### config.mk
export PLATFORM = sky130hd
export DESIGN_NAME = exec_unit
export DESIGN_NICKNAME = d
export VERILOG_FILES = /design/src/rtl/exec_unit.sv
export SDC_FILE = /design/constraint.sdc
export NUM_CORES = 1
export LEC_CHECK = 0
export BUFFER_PORTS_ARGS = -buffer_cell sky130_fd_sc_hd__buf_2
export CORE_AREA = 2 2 142 144
export CTS_BUF_LIST = sky130_fd_sc_hd__clkbuf_4 sky130_fd_sc_hd__clkbuf_8
export DETAILED_ROUTE_END_ITERATION = 8
export DIE_AREA = 0 0 144 146
export GPL_TIMING_DRIVEN = 0
export PLACE_DENSITY = 0.83
export RECOVER_POWER = 100
export SKIP_LAST_GASP = 1
export SLEW_MARGIN = 40
export SYNTH_ARGS = -nofsm -noshare
export SYNTH_HDL_FRONTEND = slang
export SYNTH_SLANG_ARGS = --single-unit
### constraint.sdc
create_clock -name clock -period 9.2 [get_ports clock]
set_input_delay 0.92 -clock clock [delete_from_list [all_inputs] [get_ports clock]]
set_output_delay 0.92 -clock clock [all_outputs]
set_load 0.05 [all_outputs]
### src/rtl/exec_unit.sv
// Execute stage behind the 8x16 register file: eight ALU ops, with a
// multi-cycle shift-add multiply, driving the file's write port with registered results.
module exec_unit (
  input  logic        clock,
  input  logic        reset,
  input  logic        start,
  input  logic [2:0]  op,
  input  logic [15:0] r_in,
  input  logic [15:0] s_in,
  input  logic [2:0]  dst_adr,
  output logic        busy,
  output logic [15:0] w,
  output logic [2:0]  w_adr,
  output logic        we,
  output logic        zero,
  output logic        carry
);

  localparam logic [2:0] OP_ADD = 3'b000;
  localparam logic [2:0] OP_SUB = 3'b001;
  localparam logic [2:0] OP_AND = 3'b010;
  localparam logic [2:0] OP_OR  = 3'b011;
  localparam logic [2:0] OP_XOR = 3'b100;
  localparam logic [2:0] OP_SHL = 3'b101;
  localparam logic [2:0] OP_SHR = 3'b110;
  localparam logic [2:0] OP_MUL = 3'b111;

  typedef enum logic {S_IDLE, S_MUL} state_t;

  state_t      state_q, state_d;
  logic [3:0]  cnt_q, cnt_d;
  logic [31:0] acc_q, acc_d;
  logic [15:0] mcand_q, mcand_d;
  logic [15:0] mplier_q, mplier_d;
  logic [2:0]  dst_q, dst_d;
  logic [15:0] w_q, w_d;
  logic [2:0]  w_adr_q, w_adr_d;
  logic        we_q, we_d;
  logic        zero_q, zero_d;
  logic        carry_q, carry_d;

  logic [16:0] alu_res;
  logic [31:0] mcand_ext, pp0, pp1, acc_step, acc_fin;
  logic [4:0]  cnt_p1;

  // Bit 16 carries the carry/borrow; logic and shift ops leave it clear.
  always_comb begin
    alu_res = '0;
    case (op)
      OP_ADD:  alu_res = {1'b0, r_in} + {1'b0, s_in};
      OP_SUB:  alu_res = {1'b0, r_in} - {1'b0, s_in};
      OP_AND:  alu_res = {1'b0, r_in & s_in};
      OP_OR:   alu_res = {1'b0, r_in | s_in};
      OP_XOR:  alu_res = {1'b0, r_in ^ s_in};
      OP_SHL:  alu_res = {1'b0, r_in << s_in[3:0]};
      OP_SHR:  alu_res = {1'b0, r_in >> s_in[3:0]};
      default: alu_res = '0;
    endcase
  end

  // The final cycle folds the last two partial products together so the
  // write lands in the 16th cycle after accept while busy spans only 15.
  always_comb begin
    mcand_ext = {16'h0000, mcand_q};
    cnt_p1    = {1'b0, cnt_q} + 5'd1;
    pp0       = mplier_q[0] ? (mcand_ext << cnt_q)  : 32'h0;
    pp1       = mplier_q[1] ? (mcand_ext << cnt_p1) : 32'h0;
    acc_step  = acc_q + pp0;
    acc_fin   = acc_step + pp1;
  end

  always_comb begin
    state_d  = state_q;
    cnt_d    = cnt_q;
    acc_d    = acc_q;
    mcand_d  = mcand_q;
    mplier_d = mplier_q;
    dst_d    = dst_q;
    w_d      = w_q;
    w_adr_d  = w_adr_q;
    zero_d   = zero_q;
    carry_d  = carry_q;
    we_d     = 1'b0;
    case (state_q)
      S_IDLE: begin
        if (start) begin
          if (op == OP_MUL) begin
            acc_d    = '0;
            mcand_d  = r_in;
            mplier_d = s_in;
            dst_d    = dst_adr;
            cnt_d    = '0;
            state_d  = S_MUL;
          end else begin
            w_d     = alu_res[15:0];
            carry_d = alu_res[16];
            zero_d  = (alu_res[15:0] == 16'h0000);
            w_adr_d = dst_adr;
            we_d    = 1'b1;
          end
        end
      end
      S_MUL: begin
        if (cnt_q == 4'd14) begin
          acc_d   = acc_fin;
          w_d     = acc_fin[15:0];
          carry_d = |acc_fin[31:16];
          zero_d  = (acc_fin[15:0] == 16'h0000);
          w_adr_d = dst_q;
          we_d    = 1'b1;
          cnt_d   = '0;
          state_d = S_IDLE;
        end else begin
          acc_d    = acc_step;
          mplier_d = mplier_q >> 1;
          cnt_d    = cnt_q + 4'd1;
        end
      end
      default: state_d = S_IDLE;
    endcase
  end

  always_ff @(posedge clock) begin
    if (reset) begin
      state_q  <= S_IDLE;
      cnt_q    <= '0;
      acc_q    <= '0;
      mcand_q  <= '0;
      mplier_q <= '0;
      dst_q    <= '0;
      w_q      <= '0;
      w_adr_q  <= '0;
      we_q     <= 1'b0;
      zero_q   <= 1'b0;
      carry_q  <= 1'b0;
    end else begin
      state_q  <= state_d;
      cnt_q    <= cnt_d;
      acc_q    <= acc_d;
      mcand_q  <= mcand_d;
      mplier_q <= mplier_d;
      dst_q    <= dst_d;
      w_q      <= w_d;
      w_adr_q  <= w_adr_d;
      we_q     <= we_d;
      zero_q   <= zero_d;
      carry_q  <= carry_d;
    end
  end

  assign busy  = (state_q == S_MUL);
  assign w     = w_q;
  assign w_adr = w_adr_q;
  assign we    = we_q;
  assign zero  = zero_q;
  assign carry = carry_q;

endmodule

* Word level (Yosys, flattened, before mapping)
Index checks and enable logic that the tools add are counted.
** Cells by class
- Shifts and indexed selects :: 4
- Add/sub/neg operators :: 6
- Reductions and logical operators :: 8
- Div/mod/pow operators :: 0
- Muxes and demuxes :: 39
- Bitwise gates (word level) :: 4
- Equal/unequal tests :: 13
- $lt $le $gt $ge :: 0
- Multipliers :: 0
** Operators by type and width (number)
- two-way mux 32 bit :: 5
- case mux 17 bit (7 select lines) :: 1
- two-way mux 16 bit :: 6
- adder 32 bit :: 2
- case mux 16 bit (2 select lines) :: 2
- case mux 32 bit (2 select lines) :: 1
- logical NOT 16 bit :: 2
- left shift 16 x 4 -> 32 bit :: 1
- left shift 16 x 5 -> 32 bit :: 1
- adder 16 x 16 -> 17 bit :: 1
- subtractor 16 x 16 -> 17 bit :: 1
- AND 16 bit :: 1
- OR 16 bit :: 1
- OR reduction 16 bit :: 1
- left shift 16 x 4 -> 16 bit :: 1
- >> shifter 16 x 4 -> 16 bit :: 1
- bitwise XOR 16 bit :: 1
- == test 3 bit, second input constant :: 4
- two-way mux 1 bit :: 12
- two-way mux 4 bit :: 3
- two-way mux 3 bit :: 3
- AND reduction 3 bit :: 3
- != test 2 bit, second input constant :: 4
- case mux 1 bit (2 select lines) :: 4
- 11 further kinds :: 12
** Storage, ports and cells
- Memories kept :: 0
- RAM bits :: 0
- Register bits :: 94
- Bits in latches :: 0
- Bits in read-only memories :: 0
- Word-level logic and storage cells :: 85

* Depth between registers and ports, before layout
- Depth in word-level cells :: 7
- Mapped depth :: 32

* Least setup slack after synthesis
Ideal clock, no wire load.
- Path kind :: reg2reg
- Start point :: register cnt_q[0]
- End point :: register carry_q (netlist: carry)
- Path slack :: 2443 ps
- Arrival :: 6636 ps
- Required time :: 9079 ps
- Library setup time :: 121 ps
- Path buffers :: 6
- Stages on the path, launching flop included :: 31
- Cells stage by stage :: dfxtp_1 clkbuf_1 buf_1 clkbuf_1 buf_1 nand2_1 o21ai_0 nor2_1 a21oi_1 nand2_1 o311a_1 ha_1 clkbuf_1 and4_1 nand3_1 or4_1 a211oi_1 a211oi_1 a21boi_0 nor2_1 ha_1 clkbuf_1 a211oi_2 a21boi_2 or3b_4 a311oi_4 and4bb_1 a311o_1 or3_1 nor4_1 nor2_1
** On the way
- Word-level cells in the longest chain between the ends :: 7
- Elaborated cells on any way between the ends :: 13
- Classes of those cells :: 3 x add/sub; 2 x eq/ne; 2 x shift; 4 x mux; 2 x reduce/logical
** Ends and longest elaborated chain
- start, declared :: RTL line 31 : logic [3:0] cnt_q, cnt_d;
- start signal, assigned :: RTL line 138 : cnt_q <= cnt_d;
- left shift 16 x 4 -> 32 bit or adder 4 x 1 -> 5 bit (tied branches) :: RTL line 66, 65
- two-way mux 32 bit or left shift 16 x 5 -> 32 bit (tied branches) :: RTL line 66, 67
- adder 32 bit or two-way mux 32 bit (tied branches) :: RTL line 68, 67
- adder 32 bit :: RTL line 69 : acc_fin = acc_step + pp1;
- OR reduction 16 bit :: RTL line 107 : carry_d = |acc_fin[31:16];
- two-way mux 1 bit :: RTL line 104 : if (cnt_q == 4'd14) begin
- case mux 1 bit (2 select lines) :: RTL line 84 : case (state_q)
- end signal, assigned :: RTL line 147 : carry_q <= carry_d;
- end, declared :: RTL line 40 : logic carry_q, carry_d;
Several ways; a longest one is shown, not always the timed one. The select of a mux whose other input is x is not followed.
A chain may end at the register's enable or synchronous reset.

* Worst setup path in the final report
Ends and elaborated chain as after synthesis.

==> impl_metrics.tcl <==
set metrics [dict create \
    status "completed" \
    ys_seq_area_frac 0.1500 \
    crit_required_ps 9480 \
    ioPinCount 64 \
    p_leak_uw 0.005474 \
    synthCells 1697 \
    final.setup.worst_slack_ps 389.4 \
    core_area_um2 19330 \
    start_util 0.6491 \
    grt_pass1_wl_um 73690 \
    rows 51 \
    ir_drop_v 0.00008880 \
    yosysUniqueCellTypes 85 \
    synth-edff-count 0 \
    combPwrFrac 0.353 \
    dp.cells 2024 \
    die_w_um 144 \
    period_minus_slack_ps 8811 \
    synth_nets 1856 \
    cts_resized 0 \
    setup_viol 0 \
    yosys-top-cells-area "dfxtp_1 15%, ha_1 11%, nand2_1 5.9%, a21oi_1 5.4%, mux2i_1 5.4%" \
    fin_cells 2042 \
    die_y_um 146 \
    hold_viol_final 0 \
    switching_share 0.4181 \
    maxCapViolations 0 \
    vias 14270 \
    place_hpwl_um 38380 \
    reg2reg_depth 29 \
    yosysTopAreaCell "dfxtp_1" \
    netlist_area_um2 12550 \
    cp_max_fo 10 \
    postCtsSetupBuffers 0 \
    worst-path-stages 29 \
    cp.arrival_ps 9090 \
    dieArea_um2 21020 \
    place.gp.congestion 1.064 \
    wl_per_cell_um 23.78 \
    power.internal_uw 663.2 \
    power.switching_uw 476.5 \
    hold_class "reg -> reg" \
    ys.flop_type "dfxtp_1" \
    grt_use_total 0.4558 \
    ant_nets 0 \
    whs_path_depth 2 \
    wl_um 48550 \
    clockBufferDepth 2 \
    report.final.slew_viol_count 0 \
    cp_slowest_cell "nor4_2" \
    ys_seq_elements 94 \
    cpPeakStageDelay_ps 690 \
    critPathCaptureType "flop" \
    fin_crit_sh 0.9577 \
    vias_per_cell 6.989 \
    drc_errors 0 \
    layout-drive-gt1-share 0.07376 \
    path_clk_slew_ps 110 \
    post-place-ws_ps 843.2 \
    design_area_um2 13390 \
    synth_top_area_share 0.1500 \
    cts_buffers 9 \
    synth_area_per_cell_um2 7.395 \
    relSlewSlack 0.3985 \
    cts_tree "built" \
    htreeDepth 3 \
    fmax_mhz 113.5 \
    grt_start_max_net_pins 20 \
    p_seq_frac 0.381 \
    rsz0062_at_grt "no" \
    synthArstFlopShare 0 \
    critical_path.startpoint_type "flop" \
    fin_skew_ps 21.48 \
    fin_nets 1930 \
    power_frac_clock 0.266 \
    clk_latency_ps 420 \
    cts.sinks 94 \
    grt_remaining_overflow 0 \
    dpl_cell_area_um2 13210 \
    areaGrowthSynthToFinish_pct 6.670 \
    antenna_found_initial 1 \
    postCtsHoldBufs 0 \
    crit_type "reg -> reg" \
    port_buffers 62 \
    grt_pass1_vias 13170 \
    tightest_slew_ps 890.6 \
    worst-path-buf-inv 6 \
    crit_top_cell "clkbuf_1" \
    timing.setup.tns_ps 0 \
    multi_input_area_um2 10040 \
    ys_warn_count 0 \
    clockRootBuffer "clkbuf_8" \
    drt_iter0_drc 1698 \
    fillerInstances 1701 \
    regArea_um2 1882 \
    firstDrtPassIters 6 \
    powerDensity_nw_per_um2 85.13 \
    crit_family "compound AO/OA/AOI/OAI gates" \
]
## worst register-to-register path: cells and delay by family, from the launching register on
family / cells / cell delay [ps]
compound gates: 13 / 3700
xor+xnor: 2 / 610
fa+ha+maj: 2 / 700
buf+inv: 6 / 2110
flops: 1 / 360
mux: 1 / 180
simple gates: 5 / 1050
## cell type report
class | count | share of cell area
clock buffers | 9 | 0.009253
flip-flops and latches | 94 | 0.1406
repair buffers | 63 | 0.02131
clock inverters | 7 | 0.005608
plain buffers | 107 | 0.03094
diodes | 1 | 0.0001869
inverters | 63 | 0.01767
multi-input cells | 1433 | 0.7497
well taps | 265 | 0.02477
## per-stage QoR
step,hold WS [ps],utilization,power (uW)
after floorplan,436.0,-,705.2
after global placement,444.0,0.6823,822.8
after detailed placement,449.6,0.6832,829.5
after CTS,466.4,0.6935,1119
after global routing,492.5,0.6922,1172
final,466.8,0.6924,1140
## synth_stat cells, types with 33 or more instances
cell type / n
dfxtp_1: 94
o21ai_0: 74
a21oi_1: 136
a22oi_1: 33
mux2i_1: 68
nand2_1: 198
xnor2_1: 50
nand3_1: 33
nor2b_1: 35
a211oi_1: 42
clkbuf_1: 90
ha_1: 115
inv_1: 60
nor2_1: 180
a21o_1: 34
## flip-flops by register name, summed over array words and instances (netlist names)
| signal | cells |
|---|---|
| acc_q | 32 |
| mcand_q | 16 |
| mplier_q | 16 |
| w | 16 |
| cnt_q | 4 |
| dst_q | 3 |
| w_adr | 3 |
| busy | 1 |
| carry | 1 |
| we | 1 |
| zero | 1 |
## cell usage in the layout, fill, tap and decap left out, drive strengths merged, types with 30 or more instances in the layout
| master | netlist | final |
|---|---|---|
| nand2 | 198 | 198 |
| nor2 | 180 | 180 |
| a21oi | 136 | 136 |
| clkbuf | 90 | 127 |
| ha | 115 | 115 |
| dfxtp | 94 | 94 |
| o21ai | 77 | 77 |
| mux2i | 68 | 68 |
| inv | 60 | 63 |
| buf | 17 | 52 |
| xnor2 | 50 | 50 |
| a211oi | 43 | 43 |
| nor2b | 35 | 35 |
| a21o | 34 | 34 |
| nand3 | 33 | 33 |
| a22oi | 33 | 33 |
| nor3 | 30 | 30 |
## cell families (layout without fill, tap and decap cells)
| family | Yosys count | in the layout | share of synthesized area |
|---|---|---|---|
| AO/OA/AOI/OAI | 522 | 522 | 0.2830 |
| AND/OR/NAND/NOR | 612 | 612 | 0.2290 |
| flip-flops | 94 | 94 | 0.1499 |
| XOR/XNOR | 71 | 71 | 0.05075 |
| other | 0 | 1 | 0 |
| buffers and inverters | 170 | 249 | 0.05174 |
| multiplexers | 110 | 110 | 0.1162 |
| adder cells (fa/ha/maj) | 118 | 118 | 0.1194 |
## final timing paths
check | startpoint | to | slack (ps)
setup / recovery | cnt_q[0] | carry | 390
hold / removal | dst_q[0] | dst_q[0] | 470
hold reg to reg | dst_q[0] | dst_q[0] | 470
setup reg to reg | cnt_q[0] | carry | 390
## power groups by stage
stage	registers, uW	logic (uW)	clock network [uW]
finish	435	402	303
global route	436	424	311
CTS	434	388	297
detailed placement	443	387	0
global placement	442	381	0
floorplan	467	239	0
## routing by layer
metal | vias to the layer above | GRT usage | routed length (um)
met3 | 234 | 0.1086 | 4994
met2 | 957 | 0.7067 | 21490
met1 | 6637 | 0.5492 | 18050
met4 | 0 | 0.3255 | 4007
met5 | - | 0 | 0
li1 | 6444 | - | -
(Power assumes the default switching activity.)
